[src/rtl/uart_tx_word_sched_if.sv]
// Bundle between the word scheduler, its source FIFOs and the UART word serializer.
// master = scheduler side, slave = FIFO/serializer side.
interface uart_tx_word_sched_if #(
  parameter int N_CH = 4,
  parameter int CH_W = 3
);
  logic [N_CH-1:0]    i_ch_en;
  logic [N_CH-1:0]    i_ch_empty;
  logic [32*N_CH-1:0] i_ch_data;
  logic [N_CH-1:0]    o_ch_rd_en;
  logic               i_word_req;
  logic [31:0]        o_word_data;
  logic               o_word_valid;
  logic               o_sent_pulse;
  logic [CH_W-1:0]    o_sent_ch;
  logic               o_underrun;
  logic [15:0]        o_underrun_cnt;

  modport master (
    input  i_ch_en, i_ch_empty, i_ch_data, i_word_req,
    output o_ch_rd_en, o_word_data, o_word_valid, o_sent_pulse,
           o_sent_ch, o_underrun, o_underrun_cnt
  );

  modport slave (
    output i_ch_en, i_ch_empty, i_ch_data, i_word_req,
    input  o_ch_rd_en, o_word_data, o_word_valid, o_sent_pulse,
           o_sent_ch, o_underrun, o_underrun_cnt
  );
endinterface

[src/rtl/uart_tx_word_sched.sv]
// Round-robin prefetcher feeding one 32-bit UART word serializer from N_CH FIFOs.
// Presents IDLE_WORD whenever no fetched word is held.
module uart_tx_word_sched #(
  parameter int          N_CH      = 4,
  parameter int          CH_W      = 3,
  parameter logic [31:0] IDLE_WORD = 32'hFFFF_FFFF
) (
  input  logic                   i_clk,
  input  logic                   i_rst,
  uart_tx_word_sched_if.master   bus
);

  typedef enum logic [2:0] {IDLE, ARB, RD, CAP, FULL} state_t;

  state_t            state, state_nxt;
  logic [N_CH-1:0]   elig;
  logic [N_CH-1:0]   elig_rot;
  logic [N_CH-1:0]   rd_en;
  logic [CH_W-1:0]   grant, last_grant, arb_ch;
  logic              arb_found;
  int unsigned       idx;
  logic [31:0]       hold, cap_word;
  logic              hold_valid, req_d;
  logic              sent_pulse, underrun;
  logic [CH_W-1:0]   sent_ch;
  logic [15:0]       underrun_cnt;

  assign elig = bus.i_ch_en & ~bus.i_ch_empty;

  // First eligible channel after last_grant, wrapping modulo N_CH.
  always_comb begin
    arb_found = 1'b0;
    arb_ch    = '0;
    idx       = 0;
    elig_rot  = '0;
    for (int unsigned i = 0; i < N_CH; i++) begin
      idx      = (32'(last_grant) + 32'd1 + i) % N_CH;
      elig_rot = elig >> idx;
      if (!arb_found && elig_rot[0]) begin
        arb_found = 1'b1;
        arb_ch    = CH_W'(idx);
      end
    end
  end

  always_comb begin
    cap_word = '0;
    for (int unsigned k = 0; k < N_CH; k++) begin
      if (grant == CH_W'(k)) cap_word = bus.i_ch_data[32*k +: 32];
    end
  end

  always_comb begin
    state_nxt = state;
    rd_en     = '0;
    case (state)
      IDLE: if (!hold_valid && (|elig)) state_nxt = ARB;
      ARB:  state_nxt = arb_found ? RD : IDLE;
      RD: begin
        rd_en     = N_CH'(1) << grant;
        state_nxt = CAP;
      end
      CAP:  state_nxt = FULL;
      FULL: if (req_d) state_nxt = IDLE;
      default: state_nxt = IDLE;
    endcase
  end

  always_ff @(posedge i_clk or posedge i_rst) begin
    if (i_rst) state <= IDLE;
    else       state <= state_nxt;
  end

  // hold doubles as the registered output mux: it reads IDLE_WORD whenever hold_valid is 0.
  always_ff @(posedge i_clk or posedge i_rst) begin
    if (i_rst) begin
      grant        <= '0;
      last_grant   <= CH_W'(N_CH - 1);
      hold         <= IDLE_WORD;
      hold_valid   <= 1'b0;
      req_d        <= 1'b0;
      sent_pulse   <= 1'b0;
      sent_ch      <= '0;
      underrun     <= 1'b0;
      underrun_cnt <= '0;
    end else begin
      req_d      <= bus.i_word_req;
      sent_pulse <= 1'b0;
      underrun   <= 1'b0;
      if (state == ARB && arb_found) grant <= arb_ch;
      if (state == CAP) begin
        hold       <= cap_word;
        hold_valid <= 1'b1;
        last_grant <= grant;
      end
      if (req_d) begin
        if (hold_valid) begin
          hold       <= IDLE_WORD;
          hold_valid <= 1'b0;
          sent_pulse <= 1'b1;
          sent_ch    <= last_grant;
        end else begin
          underrun <= 1'b1;
          if (underrun_cnt != '1) underrun_cnt <= underrun_cnt + 16'd1;
        end
      end
    end
  end

  assign bus.o_ch_rd_en     = rd_en;
  assign bus.o_word_data    = hold;
  assign bus.o_word_valid   = hold_valid;
  assign bus.o_sent_pulse   = sent_pulse;
  assign bus.o_sent_ch      = sent_ch;
  assign bus.o_underrun     = underrun;
  assign bus.o_underrun_cnt = underrun_cnt;

endmodule

[src/flat_wrapper.sv]
// flat-port wrapper written by rule: the top's interface ports become plain ports
module uart_tx_word_sched_flat 
#(
  parameter int          N_CH      = 4,
  parameter int          CH_W      = 3,
  parameter logic [31:0] IDLE_WORD = 32'hFFFF_FFFF
)
  (i_clk, i_rst, bus_i_ch_en, bus_i_ch_empty, bus_i_ch_data, bus_i_word_req, bus_o_ch_rd_en, bus_o_word_data, bus_o_word_valid, bus_o_sent_pulse, bus_o_sent_ch, bus_o_underrun, bus_o_underrun_cnt);
  uart_tx_word_sched_if #(.N_CH(N_CH), .CH_W(CH_W)) bus_i ();
  input  logic i_clk;
  input  logic i_rst;
  input wire logic [$bits(bus_i.i_ch_en)-1:0] bus_i_ch_en;
  input wire logic [$bits(bus_i.i_ch_empty)-1:0] bus_i_ch_empty;
  input wire logic [$bits(bus_i.i_ch_data)-1:0] bus_i_ch_data;
  input wire logic [$bits(bus_i.i_word_req)-1:0] bus_i_word_req;
  output wire logic [$bits(bus_i.o_ch_rd_en)-1:0] bus_o_ch_rd_en;
  output wire logic [$bits(bus_i.o_word_data)-1:0] bus_o_word_data;
  output wire logic [$bits(bus_i.o_word_valid)-1:0] bus_o_word_valid;
  output wire logic [$bits(bus_i.o_sent_pulse)-1:0] bus_o_sent_pulse;
  output wire logic [$bits(bus_i.o_sent_ch)-1:0] bus_o_sent_ch;
  output wire logic [$bits(bus_i.o_underrun)-1:0] bus_o_underrun;
  output wire logic [$bits(bus_i.o_underrun_cnt)-1:0] bus_o_underrun_cnt;
  assign bus_i.i_ch_en = bus_i_ch_en;
  assign bus_i.i_ch_empty = bus_i_ch_empty;
  assign bus_i.i_ch_data = bus_i_ch_data;
  assign bus_i.i_word_req = bus_i_word_req;
  assign bus_o_ch_rd_en = bus_i.o_ch_rd_en;
  assign bus_o_word_data = bus_i.o_word_data;
  assign bus_o_word_valid = bus_i.o_word_valid;
  assign bus_o_sent_pulse = bus_i.o_sent_pulse;
  assign bus_o_sent_ch = bus_i.o_sent_ch;
  assign bus_o_underrun = bus_i.o_underrun;
  assign bus_o_underrun_cnt = bus_i.o_underrun_cnt;
  uart_tx_word_sched #(.N_CH(N_CH), .CH_W(CH_W), .IDLE_WORD(IDLE_WORD)) u_core (.i_clk(i_clk), .i_rst(i_rst), .bus(bus_i));
endmodule
[config.mk]
export PLATFORM = sky130hd
export DESIGN_NAME = uart_tx_word_sched_flat
export DESIGN_NICKNAME = d
export VERILOG_FILES = /design/src/rtl/uart_tx_word_sched_if.sv /design/src/rtl/uart_tx_word_sched.sv /design/src/flat_wrapper.sv
export SDC_FILE = /design/constraint.sdc
export NUM_CORES = 1
export LEC_CHECK = 0
export CAP_MARGIN = 20
export CORE_UTILIZATION = 42
export DETAILED_ROUTE_END_ITERATION = 6
export PLACE_DENSITY_LB_ADDON = 0.05
export SLEW_MARGIN = 25
export SYNTH_ARGS = -nofsm -noshare
export SYNTH_HDL_FRONTEND = slang
export SYNTH_SLANG_ARGS = --single-unit
[constraint.sdc]
create_clock -name i_clk -period 3.44 [get_ports i_clk]
set_input_delay 1.032 -clock i_clk [delete_from_list [all_inputs] [get_ports i_clk]]
set_output_delay 1.032 -clock i_clk [all_outputs]
set_load 0.05 [all_outputs]
==> run summary, run 1 <==
CTS max path bufs: 2
Critical path required time: 2.41 ns
Worst skew pair latency: 0.33 ns
Register bit total from synthesis: 61
Postcts setup bufs: 0
Total gr overflow: 0
DIE HEIGHT: 93.1 µm
Slowest cell on crit path: clkdlybuf4s50_1
Die area: 8660 µm²
Unrepaired setup endpoints after global routing: no
Post-synth top area cell: dfstp_2
I/O Buffers: 195
Synthesized area per cell: 11.0 µm²
PostCTS Resize Cnt: 0
Routed WL: 10300 µm
Area Overhead vs Synth: 64.8%
I/O Pins: 197
DR WL/cell: 16.7 µm
Number of global-route vias before repair: 3418
Sum Neg Setup Slack: 0 ns
Max Cap Violations: 0
FMAX: 366 MHz
Worst EP arrival: 1.70 ns
Antenna Violating Nets Remaining: 0
Worst Skew: 0.0103 ns
Final core utilization: 0.728
Post-DR vias/cell: 5.28
Lkg Pwr: 2.38 nW
Iter 0 DRT Violations: 91
Hold-fix buffers at CTS: 0
Ys Warns: 0
Fraction of layout cells with a size suffix above 1: 0.200
Post-synth top area share: 0.256
Fillers: 589
Pwr Density: 766 nW/µm²
Setup violators final: 0
Relative slew slack: 0.596
Max stage delay on crit path: 0.84 ns
Period utilization: 0.794
Top delay family on crit path: buffers and inverters
Syn Nets: 456
Startpoint Class: register
Residual DRC count: 0
Top-count cell post-synth: nand2_1
Post-synthesis async set-or-reset flop share: 1.00
Initial Util: 0.442
Hold Path Class: reg -> reg
HPWL after detailed placement: 8000 µm
Largest net degree at the start of global routing: 36
Clock Sinks: 61
Synth cell count leaders: nand2_1 (81), nand3_1 (38), dfstp_2 (34)
Buf+Inv Stages, Crit Path: 1
Final Instance Area: 5740 µm²
H-tree depth: 3
Worst-path fanout max: 2
Number of synthesized flops with an enable pin: 0
Yosys cell types: 44
Crit path cell chain: clkdlybuf4s50_1
Final net count: 649
Placed inst area: 5560 µm²
Status: finished clean
Fin. Hold Viols: 0
Antenna diodes: 0
Crit path capture type: output pin
# rows: 32
VDD IR max: 0.000407 V
DR pass1 iterations: 6
WS Path Type: reg -> out
Tmin final: 2.73 ns
Post-Syn Area: 3480 µm²
Num CTS Buffers: 9
Worst Tran Pin Value: 0.601 ns
Post-route insts no fill: 616
Placer's final routability congestion estimate: 0.826
Inst Count DP: 600
Core box area: 7890 µm²
CTS tree: built
Mapped Cells: 316
Clk slew on worst S/H paths: 0.06 ns
Register area share after synthesis: 0.450
Final Max Slew Viols: 0
GRT Util Overall: 0.246
Initial antenna violation count: 0
Top FF cell, synth: dfstp_2
Via count: 3255
Ranking of synthesized cells by area: dfstp_2 (26%), mux4_2 (21%), dfrtp_1 (19%)
Die X: 93.1 µm
First-pass GRT wire length: 16100 µm
Cell chosen for the clock root: clkbuf_8
area by class of cell:
type / count / area [µm²] / area share
inverter: 4 / 15.0 / 0.00261
timing repair buffer: 202 / 2030 / 0.354
sequential: 61 / 1570 / 0.273
multi-input combinational: 231 / 1820 / 0.316
tap: 102 / 128 / 0.0222
clock buffer: 10 / 128 / 0.0222
clock inverter: 6 / 53.8 / 0.00937
sequential cells by signal, indices dropped and copies added (netlist names):
name	cells
u_core.bus.o_word_valid	1
u_core.bus.o_word_data	32
u_core.bus.o_underrun_cnt	16
u_core.grant	2
u_core.req_d	1
u_core.bus.o_sent_ch	2
u_core.state	3
u_core.bus.o_underrun	1
u_core.last_grant	2
u_core.bus.o_sent_pulse	1
final timing paths:
kind                            slack [ns]  depth (start not counted)                       start                    endpoint
worst max-delay path                  0.71                          1  u_core.bus.o_word_data[28]         bus_o_word_data[28]
worst min-delay path                  0.48                          2  u_core.bus.o_word_data[29]  u_core.bus.o_word_data[29]
worst max register to register        1.45                          4             u_core.grant[0]  u_core.bus.o_word_data[24]
worst min register to register        0.48                          2  u_core.bus.o_word_data[29]  u_core.bus.o_word_data[29]
max in group asynchronous             1.70                          3                       i_rst   u_core.bus.o_word_data[5]
min in group asynchronous             1.07                          2                       i_rst       u_core.bus.o_underrun
layer usage:
metal	GRT usage	wire length (µm)	up-vias
met5	0	0	-
met4	0.0782	144	0
met3	0.0740	852	12
met2	0.444	5510	144
met1	0.277	3800	1575
li1	-	-	1524
per-stage QoR:
stage	power, mW	hold WS [ns]	setup slack (ns)
after floorplan	3.01	0.452	0.0364
after global placement	3.78	0.470	0.898
after global routing	4.64	0.496	0.667
after detailed placement	3.82	0.476	0.851
after CTS	4.44	0.484	0.703
final	4.40	0.481	0.708
power by group:
part           switching [mW]  internal (mW)
clock                   0.274          0.327
sequential              0.224           1.08
combinational            1.45           1.04
placed cells by master (no fill, tap or decap), types with 5 or more instances in the layout:
cell             instances
buf_4                    8
clkbuf_8                 9
clkdlybuf4s50_1        191
dfrtp_1                 26
dfstp_2                 34
mux4_2                  32
nand2_1                 81
nand2b_1                 5
nand3_1                 38
nand4_1                  6
nor2_1                   8
nor3_1                   7
xnor2_1                  5
xor2_1                  10
cells by family (layout without fill, tap and decap cells):
group,after synthesis,count (layout),synth area share
AO/OA/AOI/OAI,9,9,0.0187
XOR/XNOR,15,15,0.0377
adder cells (fa/ha/maj),1,1,0.00359
buffers and inverters,24,222,0.0302
flip-flops,61,61,0.450
multiplexers,36,36,0.220
other,1,1,0.00108
AND/OR/NAND/NOR,169,169,0.239
No activity file was read; power rests on OpenSTA's default activity.
==> run 2: changes to the inputs <==
CORE_UTILIZATION = 35   (was 42)
clock period = 2.29 ns   (was 3.44 ns; I/O delays follow)
==> run 2 against run 1 <==
Final cell count increased by 5.4%; register-to-register slack got worse by 1.0 ns; flip-flop and latch count unchanged; global-route usage decreased by 4.1 points; setup slack got worse by 0.65 ns; non-clock buffer count increased by 2; core utilization decreased by 14 points; combinational power increased by 50%; clock skew about the same; clock power increased by 37%.
==> run summary, run 2 (synthesis results as in run 1) <==
# rows: 36 (was 32)
Most frequent cells in the layout: clkdlybuf4s50_1 (144), nand2_1 (81), buf_4 (43) (was clkdlybuf4s50_1 (191), nand2_1 (81), nand3_1 (38))
DIE HEIGHT: 102 µm (was 93.1 µm)
Post-route insts no fill: 649 (was 616)
Worst Tran Pin Value: 0.663 ns (was 0.601 ns)
Clock Sinks: 61 (unchanged)
Pre-CTS setup slack: 0.0749 ns (was 0.851 ns)
Antenna Violating Nets Remaining: 0 (unchanged)
Max reg flops: 32 (unchanged)
Fraction of layout cells with a size suffix above 1: 0.275 (was 0.200)
WS Path Type: reg -> out (unchanged)
Crit path capture type: output pin (unchanged)
Slowest cell on crit path: clkdlybuf4s50_1 (unchanged)
Antenna diodes: 0 (unchanged)
Top delay family on crit path: buffers and inverters (unchanged)
Inst Count DP: 633 (was 600)
Max stage delay on crit path: 0.83 ns (was 0.84 ns)
Postcts setup bufs: 0 (unchanged)
Fin. Hold Viols: 0 (unchanged)
Via count: 3244 (was 3255)
Origin of the worst setup path: u_core.bus.o_underrun_cnt[11] (was u_core.bus.o_word_data[28])
Area Overhead vs Synth: 65.5% (was 64.8%)
Setup violators final: 0 (unchanged)
Worst-case reg-to-reg path depth: 4 (unchanged)
VDD IR max: 0.000498 V (was 0.000407 V)
Critical path required time: 1.60 ns (was 2.41 ns)
Initial antenna violation count: 0 (unchanged)
Hold Path Class: reg -> reg (unchanged)
Stages on worst setup path: 1 (unchanged)
H-tree depth: 3 (unchanged)
Final core utilization: 0.592 (was 0.728)
Largest net degree at the start of global routing: 62 (was 36)
Hold-fix buffers at CTS: 0 (unchanged)
HPWL after detailed placement: 7770 µm (was 8000 µm)
Buf+Inv Stages, Crit Path: 1 (unchanged)
Num CTS Buffers: 9 (unchanged)
Core box area: 9730 µm² (was 7890 µm²)
Total gr overflow: 0 (unchanged)
Routed WL: 10300 µm (about the same)
Clk slew on worst S/H paths: 0.06 ns (about the same)
Setup ws final: 0.0541 ns (was 0.708 ns)
Worst Skew: 0.0107 ns (was 0.0103 ns)
Worst-path fanout max: 4 (was 2)
Startpoint Class: register (unchanged)
Worst R2R End: u_core.bus.o_underrun_cnt[15] (was u_core.bus.o_word_data[24])
CTS tree: built (unchanged)
I/O Buffers: 195 (unchanged)
R2r startpoint: u_core.bus.o_underrun_cnt[9] (was u_core.grant[0])
Hold Path Stages: 2 (unchanged)
First-pass GRT wire length: 16000 µm (was 16100 µm)
Pwr Density: 1130 nW/µm² (was 766 nW/µm²)
Status: finished clean (unchanged)
I/O Pins: 197 (unchanged)
Cell chosen for the clock root: clkbuf_8 (unchanged)
Iter 0 DRT Violations: 84 (was 91)
Max Cap Violations: 0 (unchanged)
Unrepaired setup endpoints after global routing: no (unchanged)
GRT Util Overall: 0.205 (was 0.246)
Worst Setup EP: bus_o_underrun_cnt[11] (was bus_o_word_data[28])
Number of global-route vias before repair: 3265 (was 3418)
R2R setup slack: 0.43 ns (was 1.45 ns)
Final net count: 651 (was 649)
Total chip power: 6.50 mW (was 4.40 mW)
FMAX: 447 MHz
CTS max path bufs: 2 (unchanged)
Placer's final routability congestion estimate: 0.811 (was 0.826)
DR pass1 iterations: 6 (unchanged)
Die area: 10400 µm² (was 8660 µm²)
Post-DR vias/cell: 5.00 (was 5.28)
Commonest non-fill, non-tap cell in the layout: clkdlybuf4s50_1 (unchanged)
Relative slew slack: 0.554 (was 0.596)
Tmin final: 2.24 ns
Die X: 102 µm (was 93.1 µm)
Crit path cell chain: clkdlybuf4s50_1 (unchanged)
Lkg Pwr: 2.54 nW (was 2.38 nW)
Period utilization: 0.976
Worst skew pair latency: 0.34 ns (was 0.33 ns)
DR WL/cell: 15.9 µm (was 16.7 µm)
Residual DRC count: 0 (unchanged)
Initial Util: 0.358 (was 0.442)
Worst EP arrival: 1.55 ns (was 1.70 ns)
Final Max Slew Viols: 0 (unchanged)
==> run 2: changes by cell type in the layout (fill, tap and decap cells not counted), moves of 2 or more <==
| cell | before | now |
|---|---|---|
| clkdlybuf4s50_1 | 191 | 144 |
| buf_4 | 8 | 43 |
| dlymetal6s2s_1 | 0 | 8 |
| dlygate4sd2_1 | 0 | 4 |
| clkbuf_1 | 1 | 4 |
| buf_12 | 3 | 5 |
| clkinv_2 | 4 | 2 |
==> run 2: metal layers <==
layer	up-vias	global-route usage	part of all wire
li1	1525	-	-
met1	1567	0.240	0.38
met2	134	0.350	0.51
met3	18	0.0573	0.085
met4	0	0.0903	0.023
met5	-	0	0
==> run 2: worst min-delay path by stage <==
stage,from,end,slack (ns)
after global placement,u_core.bus.o_word_data[19],u_core.bus.o_word_data[19],0.47
final,u_core.bus.o_word_data[12],u_core.bus.o_word_data[12],0.48
after detailed placement,u_core.bus.o_word_data[20],u_core.bus.o_word_data[20],0.47
after CTS,u_core.bus.o_word_data[20],u_core.bus.o_word_data[20],0.48
after floorplan,u_core.state[0],u_core.state[0],0.45
after global routing,u_core.bus.o_word_data[19],u_core.bus.o_word_data[19],0.50
==> run 2: per-stage QoR <==
step           setup TNS (ns)  instance area [µm²]  hold WS, ns
2_1_floorplan          -0.185                 3510        0.452
3_3_place_gp                0                 5570        0.472
3_5_place_dp                0                 5570        0.475
4_1_cts                     0                 5740        0.485
5_1_grt                     0                 5760        0.497
6_report                    0                 5760        0.481
==> run 2: layout make-up <==
| class | instances | area (µm²) |
|---|---|---|
| Clock buffer | 14 | 153 |
| Clock inverter | 2 | 10.0 |
| Fill cell | 877 | 3970 |
| Inverter | 4 | 15.0 |
| Multi-Input combinational cell | 231 | 1850 |
| Sequential cell | 61 | 1570 |
| Tap cell | 133 | 166 |
| Timing Repair Buffer | 204 | 2000 |
==> run 2: repair_timing <==
action	in CTS	in global routing
setup endpoints to repair	5	11
gates cloned	0	0
gates resized for setup	5	10
pin swaps	0	0
hold endpoints to repair	0	0
==> run 2: report_power, final <==
group	leakage (nW)	switching, mW	internal, mW	total [mW]
registers	0.708	0.310	1.62	1.93
clock network	0.0844	0.403	0.421	0.824
logic	1.75	2.22	1.53	3.74
total	2.54	2.93	3.57	6.50
==> run 3: changes to the inputs <==
CORE_MARGIN = 2   (was default)
==> run 3 against run 2 <==
Non-clock buffer count is 2 lower; global-route usage is 0.22 points lower; largest power group unchanged; sequential power is 3% higher; worst hold slack better by 0.0029 ns; setup slack worse by 0.0024 ns; wire length is 3.1% higher; highest routed layer unchanged; largest cell class unchanged; final area is 0.39% lower; core utilization is 0.23 points lower; first-iteration DRC count is 110% higher.
==> run summary, run 3 (synthesis results as in run 1) <==
Status: finished clean (unchanged)
DR pass1 iterations: 4 (was 6)
Origin of the worst setup path: u_core.bus.o_underrun_cnt[6] (was u_core.bus.o_underrun_cnt[11])
CTS max path bufs: 2 (unchanged)
Worst skew pair latency: 0.33 ns (was 0.34 ns)
Hold path start: u_core.bus.o_word_data[2] (was u_core.bus.o_word_data[12])
Setup violators final: 0 (unchanged)
Num CTS Buffers: 9 (unchanged)
Clk slew on worst S/H paths: 0.07 ns (was 0.06 ns)
Crit path capture type: output pin (unchanged)
GRT Util Overall: 0.203 (was 0.205)
Final core utilization: 0.590 (was 0.592)
Inst Count DP: 631 (was 633)
Pre-CTS setup slack: 0.0408 ns (was 0.0749 ns)
Worst EP arrival: 1.55 ns (about the same)
DR WL/cell: 16.4 µm (was 15.9 µm)
Worst Skew: 0.00938 ns (was 0.0107 ns)
Worst Tran Pin Value: 0.617 ns (was 0.663 ns)
Top delay family on crit path: buffers and inverters (unchanged)
Largest net degree at the start of global routing: 62 (unchanged)
VDD IR max: 0.000634 V (was 0.000498 V)
Antenna Violating Nets Remaining: 0 (unchanged)
Tmin final: 2.24 ns (about the same)
WS Path Type: reg -> out (unchanged)
Routed WL: 10600 µm (was 10300 µm)
Relative slew slack: 0.585 (was 0.554)
Post-DR vias/cell: 5.01 (was 5.00)
Core box area: 9730 µm² (unchanged)
Crit path cell chain: clkdlybuf4s50_1 (unchanged)
FMAX: 447 MHz (about the same)
Final Max Slew Viols: 0 (unchanged)
Worst-path fanout max: 4 (unchanged)
Fin. Hold Viols: 0 (unchanged)
Critical path required time: 1.60 ns (about the same)
Fraction of layout cells with a size suffix above 1: 0.280 (was 0.275)
Postcts setup bufs: 0 (unchanged)
Buf+Inv Stages, Crit Path: 1 (unchanged)
H-tree depth: 3 (unchanged)
Lkg Pwr: 2.43 nW (was 2.54 nW)
Post-route insts no fill: 647 (was 649)
CTS tree: built (unchanged)
Die X: 104 µm (was 102 µm)
Area Overhead vs Synth: 64.8% (was 65.5%)
Fillers: 859 (was 877)
Antenna diodes: 0 (unchanged)
R2r startpoint: u_core.bus.o_underrun_cnt[0] (was u_core.bus.o_underrun_cnt[9])
Cell chosen for the clock root: clkbuf_8 (unchanged)
Setup ws final: 0.0517 ns (was 0.0541 ns)
Hold Path Class: reg -> reg (unchanged)
Via count: 3239 (was 3244)
Pwr Density: 1140 nW/µm² (was 1130 nW/µm²)
Max stage delay on crit path: 0.82 ns (was 0.83 ns)
I/O Pins: 197 (unchanged)
# rows: 36 (unchanged)
Hold WS: 0.484 ns (was 0.481 ns)
Residual DRC count: 0 (unchanged)
Slowest cell on crit path: clkdlybuf4s50_1 (unchanged)
Placer's final routability congestion estimate: 0.763 (was 0.811)
Initial antenna violation count: 0 (unchanged)
DIE HEIGHT: 104 µm (was 102 µm)
Number of global-route vias before repair: 3469 (was 3265)
Startpoint Class: register (unchanged)
First-pass GRT wire length: 17400 µm (was 16000 µm)
I/O Buffers: 195 (unchanged)
Final net count: 649 (was 651)
Iter 0 DRT Violations: 175 (was 84)
Total chip power: 6.54 mW (was 6.50 mW)
Die area: 10800 µm² (was 10400 µm²)
Max Cap Violations: 0 (unchanged)
Initial Util: 0.358 (unchanged)
Clock Sinks: 61 (unchanged)
Max reg flops: 32 (unchanged)
Unrepaired setup endpoints after global routing: no (unchanged)
Period utilization: 0.977 (was 0.976)
Commonest non-fill, non-tap cell in the layout: clkdlybuf4s50_1 (unchanged)
Total gr overflow: 0 (unchanged)
Most frequent cells in the layout: clkdlybuf4s50_1 (147), nand2_1 (81), buf_4 (43) (was clkdlybuf4s50_1 (144), nand2_1 (81), buf_4 (43))
HPWL after detailed placement: 7870 µm (was 7770 µm)
==> run 3: final cells by class <==
cell class / count / area (µm²) / area share
sequential: 61 / 1570 / 0.274
clock buffer: 15 / 166 / 0.0290
clock inverter: 1 / 5.00 / 0.000872
multi-input combinational: 231 / 1850 / 0.322
tap: 133 / 166 / 0.0290
inverter: 4 / 15.0 / 0.00261
timing repair buffer: 202 / 1970 / 0.343
==> run 3: power by group <==
part | switching (mW) | total (mW) | internal, mW
Clock | 0.394 | 0.847 | 0.453
Sequential | 0.367 | 1.99 | 1.62
Combinational | 2.18 | 3.70 | 1.52
Total | 2.94 | 6.54 | 3.60
==> run 3: what timing repair did <==
| action | in CTS | in global routing |
|---|---|---|
| hold buffers | 0 | 0 |
| gates resized for setup | 5 | 4 |
| cloned | 0 | 0 |
| endpoints found under the setup margin | 5 | 4 |
==> run 3: metal layers <==
layer	wire (µm)	track usage
met1	4140	0.228
met2	5580	0.369
met3	761	0.0598
met4	137	0.0627
met5	0	0
==> run 3: path summary, 6_finish.rpt <==
kind                                                     end  slack [ns]  depth (start not counted)
worst max-delay path                   bus_o_underrun_cnt[6]        0.05                          1
worst min register to register     u_core.bus.o_word_data[2]        0.48                          2
max in group asynchronous         u_core.bus.o_word_data[15]        1.23                          3
worst min-delay path               u_core.bus.o_word_data[2]        0.48                          2
min in group asynchronous       u_core.bus.o_underrun_cnt[6]        0.74                          3
worst max register to register  u_core.bus.o_underrun_cnt[1]        0.46                          5
==> run 3: per-stage QoR <==
step	area [µm²]	TNS, ns
2_1_floorplan	3510	-0.185
3_3_place_gp	5560	0
3_5_place_dp	5560	0
4_1_cts	5730	0
5_1_grt	5740	0
6_report	5740	0
